[src/rtl/accl_tilt_filter.sv]
// Resamples the held accelerometer X/Y words on a fixed tick and runs a per-axis moving average.
// Hysteretic tilt flags {up, down, left, right} are derived from the averages.
module accl_tilt_filter #(
    parameter int SAMPLE_DIV = 40000,
    parameter int AVG_LOG2   = 3,
    parameter int TH_ON      = 64,
    parameter int TH_OFF     = 48
) (
    input  logic               iSPI_CLK,
    input  logic               iRSTN,
    input  logic [7:0]         iDATA_X_L,
    input  logic [7:0]         iDATA_X_H,
    input  logic [7:0]         iDATA_Y_L,
    input  logic [7:0]         iDATA_Y_H,
    input  logic               iENABLE,
    output logic signed [15:0] oX_AVG,
    output logic signed [15:0] oY_AVG,
    output logic               oVALID,
    output logic               oPRIMED,
    output logic [3:0]         oTILT
);

    localparam int DEPTH = 1 << AVG_LOG2;
    localparam int SW    = 16 + AVG_LOG2;
    localparam int CW    = $clog2(SAMPLE_DIV);

    localparam logic [CW-1:0]       CNT_LAST  = CW'(SAMPLE_DIV - 1);
    localparam logic [AVG_LOG2:0]   FILL_FULL = (AVG_LOG2 + 1)'(DEPTH);
    localparam logic signed [15:0]  ON_POS    = 16'(TH_ON);
    localparam logic signed [15:0]  OFF_POS   = 16'(TH_OFF);
    localparam logic signed [15:0]  ON_NEG    = 16'(-TH_ON);
    localparam logic signed [15:0]  OFF_NEG   = 16'(-TH_OFF);

    typedef enum logic [1:0] {IDLE, CAPTURE, UPDATE, OUTPUT} state_t;

    state_t                state;
    state_t                state_next;
    logic [CW-1:0]         tick_cnt;
    logic                  tick;
    logic signed [15:0]    cap_x;
    logic signed [15:0]    cap_y;
    logic signed [15:0]    win_x [DEPTH];
    logic signed [15:0]    win_y [DEPTH];
    logic [AVG_LOG2-1:0]   wptr;
    logic [AVG_LOG2:0]     fill;
    logic signed [SW-1:0]  sum_x;
    logic signed [SW-1:0]  sum_y;
    logic signed [SW-1:0]  shift_x;
    logic signed [SW-1:0]  shift_y;
    logic signed [15:0]    avg_x;
    logic signed [15:0]    avg_y;
    logic [3:0]            tilt_next;

    function automatic logic signed [SW-1:0] sext(input logic signed [15:0] v);
        return {{AVG_LOG2{v[15]}}, v};
    endfunction

    assign tick = iENABLE && (tick_cnt == CNT_LAST);

    always_ff @(posedge iSPI_CLK or negedge iRSTN) begin
        if (!iRSTN) begin
            tick_cnt <= '0;
        end else if (!iENABLE || tick) begin
            tick_cnt <= '0;
        end else begin
            tick_cnt <= tick_cnt + 1'b1;
        end
    end

    always_ff @(posedge iSPI_CLK or negedge iRSTN) begin
        if (!iRSTN) begin
            state <= IDLE;
        end else begin
            state <= state_next;
        end
    end

    always_comb begin
        state_next = state;
        case (state)
            IDLE:    if (tick) state_next = CAPTURE;
            CAPTURE: state_next = UPDATE;
            UPDATE:  state_next = OUTPUT;
            OUTPUT:  state_next = IDLE;
            default: state_next = IDLE;
        endcase
    end

    // Running sums drop the oldest entry and add the newest, so the average stays exact.
    always_ff @(posedge iSPI_CLK or negedge iRSTN) begin
        if (!iRSTN) begin
            cap_x <= '0;
            cap_y <= '0;
            for (int i = 0; i < DEPTH; i++) begin
                win_x[i] <= '0;
                win_y[i] <= '0;
            end
            wptr  <= '0;
            fill  <= '0;
            sum_x <= '0;
            sum_y <= '0;
        end else begin
            if (state == CAPTURE) begin
                cap_x <= {iDATA_X_H, iDATA_X_L};
                cap_y <= {iDATA_Y_H, iDATA_Y_L};
            end
            if (state == UPDATE) begin
                sum_x       <= sum_x - sext(win_x[wptr]) + sext(cap_x);
                sum_y       <= sum_y - sext(win_y[wptr]) + sext(cap_y);
                win_x[wptr] <= cap_x;
                win_y[wptr] <= cap_y;
                wptr        <= wptr + 1'b1;
                if (fill != FILL_FULL) begin
                    fill <= fill + 1'b1;
                end
            end
        end
    end

    assign shift_x = sum_x >>> AVG_LOG2;
    assign shift_y = sum_y >>> AVG_LOG2;
    assign avg_x   = shift_x[15:0];
    assign avg_y   = shift_y[15:0];

    // Values landing exactly on a threshold fall through both tests and hold the flag.
    always_comb begin
        tilt_next = oTILT;
        if (avg_x > ON_POS)       tilt_next[0] = 1'b1;
        else if (avg_x < OFF_POS) tilt_next[0] = 1'b0;
        if (avg_x < ON_NEG)       tilt_next[1] = 1'b1;
        else if (avg_x > OFF_NEG) tilt_next[1] = 1'b0;
        if (avg_y < ON_NEG)       tilt_next[2] = 1'b1;
        else if (avg_y > OFF_NEG) tilt_next[2] = 1'b0;
        if (avg_y > ON_POS)       tilt_next[3] = 1'b1;
        else if (avg_y < OFF_POS) tilt_next[3] = 1'b0;
    end

    always_ff @(posedge iSPI_CLK or negedge iRSTN) begin
        if (!iRSTN) begin
            oX_AVG  <= '0;
            oY_AVG  <= '0;
            oVALID  <= 1'b0;
            oPRIMED <= 1'b0;
            oTILT   <= '0;
        end else begin
            oVALID <= (state == OUTPUT);
            if (state == OUTPUT) begin
                oX_AVG  <= avg_x;
                oY_AVG  <= avg_y;
                oTILT   <= tilt_next;
                oPRIMED <= (fill == FILL_FULL);
            end
        end
    end

endmodule
[config.mk]
export PLATFORM = sky130hd
export DESIGN_NAME = accl_tilt_filter
export DESIGN_NICKNAME = d
export VERILOG_FILES = /design/src/rtl/accl_tilt_filter.sv
export SDC_FILE = /design/constraint.sdc
export NUM_CORES = 1
export LEC_CHECK = 0
export CAP_MARGIN = 10
export CORE_MARGIN = 2
export CORE_UTILIZATION = 55
export CTS_BUF_LIST = sky130_fd_sc_hd__clkbuf_4 sky130_fd_sc_hd__clkbuf_8
export CTS_CLUSTER_SIZE = 14
export DETAILED_ROUTE_END_ITERATION = 8
export DONT_BUFFER_PORTS = 1
export PLACE_DENSITY = 0.73
export SETUP_SLACK_MARGIN = 0.2
export SLEW_MARGIN = 20
export SYNTH_ARGS = -nofsm -noshare
export SYNTH_HDL_FRONTEND = slang
export SYNTH_SLANG_ARGS = --single-unit
[constraint.sdc]
create_clock -name iSPI_CLK -period 3.65 [get_ports iSPI_CLK]
set_input_delay 0.365 -clock iSPI_CLK [delete_from_list [all_inputs] [get_ports iSPI_CLK]]
set_output_delay 0.365 -clock iSPI_CLK [all_outputs]
set_load 0.02 [all_outputs]
==> reports/results.ini <==
[synth]
synth_ff_type = dfrtp_1
synth_area_um2 = 19600
ys_ff_latch = 389
synth_cell_type_count = 57
avgSynthCellArea_um2 = 11.6
synth-edff-count = 0
syn_nets = 1808
synthArstFlopShare_pct = 100
synth-simple-area-share_pct = 7.97
synth_top_family_by_area = multiplexers
synth_xor_area_share_pct = 1.39
synthMuxAreaShare_pct = 20.2
netlist_instances = 1688
synth-compound-area-share_pct = 9.18
yosysSeqAreaShare_pct = 49.7
ys_warn_count = 0
synth_adder_area_share_pct = 6.81

[place]
place_ws_ps = -64.5
dp.cells = 2140
io_buffers = 0
gp_congestion = 0.865
hpwl_um = 30400

[grt]
met3_usage_pct = 5.29
overflow = 0
use_met1_pct = 37.0
busiest_layer = met2
grt_pass1_wl_um = 75200
gr-usage-met2_pct = 41.1
grt_pass1_vias = 13800
grt_max_degree = 390
antenna_found_initial = 0
grt_use_total_pct = 26.3

[route]
drt_iter0_markers = 1149
vias = 13600
wire_per_inst_um = 20.6
totalWireLength_um = 47900
postRouteAntennaNets = 0
drc = 0
dr.pass1.iters = 5
viasPerCell = 5.87

[sta]
worst_pin_slew_ps = 1850
fin_crit_sh_pct = 103
clock_skew_ps = 34.8
tns_ps = -400
hold_viol_final = 389
maxSlewHeadroom_pct = -23.1
fmax_mhz = 267
fin_ws_ps = -97.9
drv_slew = 200
whs_ps = -517
finalSetupViolations = 9
period_needed_ps = 3750
grt_setup_unrepaired = true

[clocking]
cts_buffers = 66
hold_buffers = 33
htreeDepth = 3
cts-root-buf = clkbuf_8
clkLatencyLatePin_ps = 610
ctsLongestPathBuffers = 3
cts_tree = yes
cts_sinks = 389
clk_pin_slew_worst_paths_ps = 60

[critical_path]
required_ps = 4120
cp-start-kind = flop
critPathKind = flop to flop
crit_path_end_kind = flop
path_max_fanout = 7
worstPathArrival_ps = 4220
r2r_cells = 15

[pwr]
seq_power_share_pct = 49.6
power_switching_share_pct = 20.4
p_clk_share_pct = 50.0
p_leak_nw = 11.1
power_frac_comb_pct = 0.4
switchingPower_w = 0.00178
p_per_area_nw_per_um2 = 373
p_int_w = 0.00693
ir_drop_v = 0.000253

[status]
violations = negative hold slack, max-slew violations, negative setup slack
status = complete, but fails checks

[min_path]
hold_path.class = primary input to async pin

[die]
die_h_um = 193
die_area_um2 = 37100
ios = 73
initial_utilization_pct = 55.5
die_w_um = 193
fp-row-count = 69
core_area_um2 = 35300

[layout]
area_delta_synth_final_pct = 19.2
layout.nets = 1931
final_util_pct = 66.1
num_antenna_cells = 0
final_layout_size_suffix_gt1_share_pct = 32.2
final_cells = 2320

[flow_run]
drv_cap = 0

power groups by stage:
stage | clock (W) | sequential, W | combinational [W]
finish | 0.00435 | 0.00432 | 0.0000374
global route | 0.00465 | 0.00432 | 0.0000411
detailed placement | 0 | 0.00440 | 0.00000767
floorplan | 0 | 0.00440 | 0.00000647
global placement | 0 | 0.00440 | 0.00000738
CTS | 0.00442 | 0.00432 | 0.0000372
worst paths after layout:
| check | start | end | slack [ps] |
|---|---|---|---|
| setup / recovery | wptr[0] | sum_y[16] | -100 |
| hold / removal | iRSTN | oX_AVG[3] | -520 |
| setup reg to reg | wptr[0] | sum_y[16] | -100 |
| hold reg to reg | tick_cnt[0] | tick_cnt[0] | 480 |
| max in group asynchronous | iRSTN | wptr[0] | 2510 |
| min in group iSPI_CLK | iENABLE | state[0] | 120 |
placed cells by master (no fill, tap or decap), drive strengths merged, types with 4 or more instances in the layout:
cell,synthesis,routed
dfrtp,389,389
mux2,208,208
nand2,192,192
o21ai,187,187
inv,150,150
clkbuf,46,108
buf,41,107
mux4,64,64
ha,49,49
nor2,42,42
a21oi,38,38
fa,36,36
dlygate4sd3,0,33
nand3,29,29
xnor2,21,21
mux2i,17,17
a21o,16,16
nor3,16,16
nand4,15,15
a211oi,11,11
xor2,10,10
o211ai,10,10
nand2b,10,10
and3,10,10
o21a,8,8
o21bai,6,6
o31ai,6,6
nor4,5,5
or3,5,5
nand4b,5,5
nor2b,5,5
clkinv,1,5
a31oi,5,5
o22ai,4,4
cell families after synthesis:
group           count (synthesis)
compound gates                310
xor+xnor                       31
mux                           289
simple gates                  346
buf+inv                       238
fa+ha+maj                      85
flops                         389
state kept, by name (all words and copies together) (netlist names), 3 cells and up:
signal / flops
win_y: 128
win_x: 128
oY_AVG: 16
tick_cnt: 16
wptr: 3
oTILT: 4
sum_x: 19
oX_AVG: 16
fill: 4
cap_x: 16
sum_y: 19
cap_y: 16
repair_timing:
item | CTS | global route
pin swaps | 25 | 55
gates resized for setup | 71 | 61
setup buffers | 13 | 14
endpoints found under the setup margin | 24 | 29
hold endpoints to repair | 422 | 389
gates cloned | 2 | 2
synth_stat cells (all sizes together), types with 3 or more instances:
library cell,instances,area (µm²)
dfrtp,389,9730
mux2,208,2340
nand2,192,721
o21ai,187,936
inv,150,563
mux4,64,1440
ha,49,613
clkbuf,46,173
nor2,42,158
buf,41,196
a21oi,38,190
fa,36,721
nand3,29,145
xnor2,21,184
mux2i,17,170
a21o,16,121
nor3,16,80.1
nand4,15,93.8
a211oi,11,82.6
and3,10,62.6
nand2b,10,62.6
o211ai,10,75.1
xor2,10,87.6
o21a,8,60.1
o21bai,6,45.0
o31ai,6,45.0
a31oi,5,31.3
nand4b,5,43.8
nor2b,5,31.3
nor4,5,31.3
or3,5,31.3
o22ai,4,25.0
and2,3,18.8
nand3b,3,22.5
nor3b,3,32.5
o221a,3,33.8
o41a,3,33.8
metrics by stage:
step	instance area, µm²	hold WS (ps)	total power [W]
after global routing	23300	-564	0.00901
after detailed placement	20600	77.7	0.00440
after floorplan	19800	69.4	0.00440
after global placement	20600	77.5	0.00440
final	23300	-517	0.00871
after CTS	22900	-565	0.00877
layer usage:
metal | share of wire, % | wire [µm] | vias to the layer above
li1 | - | - | 6138
met1 | 45 | 21400 | 6965
met2 | 48 | 22800 | 421
met3 | 5.6 | 2670 | 93
met4 | 2.1 | 1010 | 0
met5 | 0 | 0 | -
layout make-up:
cell class,instances,area [µm²]
fill,2521,12000
sequential,389,9740
multi-input combinational,1061,9580
timing repair buffer,142,1370
clock buffer,106,1370
tap,461,577
inverter,151,569
clock inverter,10,133
worst max-delay path, stage by stage, from the launching register on:
cell and delay [ps]:
dfrtp_4 530, buf_6 140, buf_12 120, buf_16 140, buf_6 110, mux4_2 410
mux2_4 320, fa_1 520, inv_2 40, ha_4 220, a21oi_4 130, o211ai_1 110
a221o_1 360, a21o_2 210, xnor2_1 150, mux2i_1 90
Note: power is estimated with default switching activity, not from simulation.
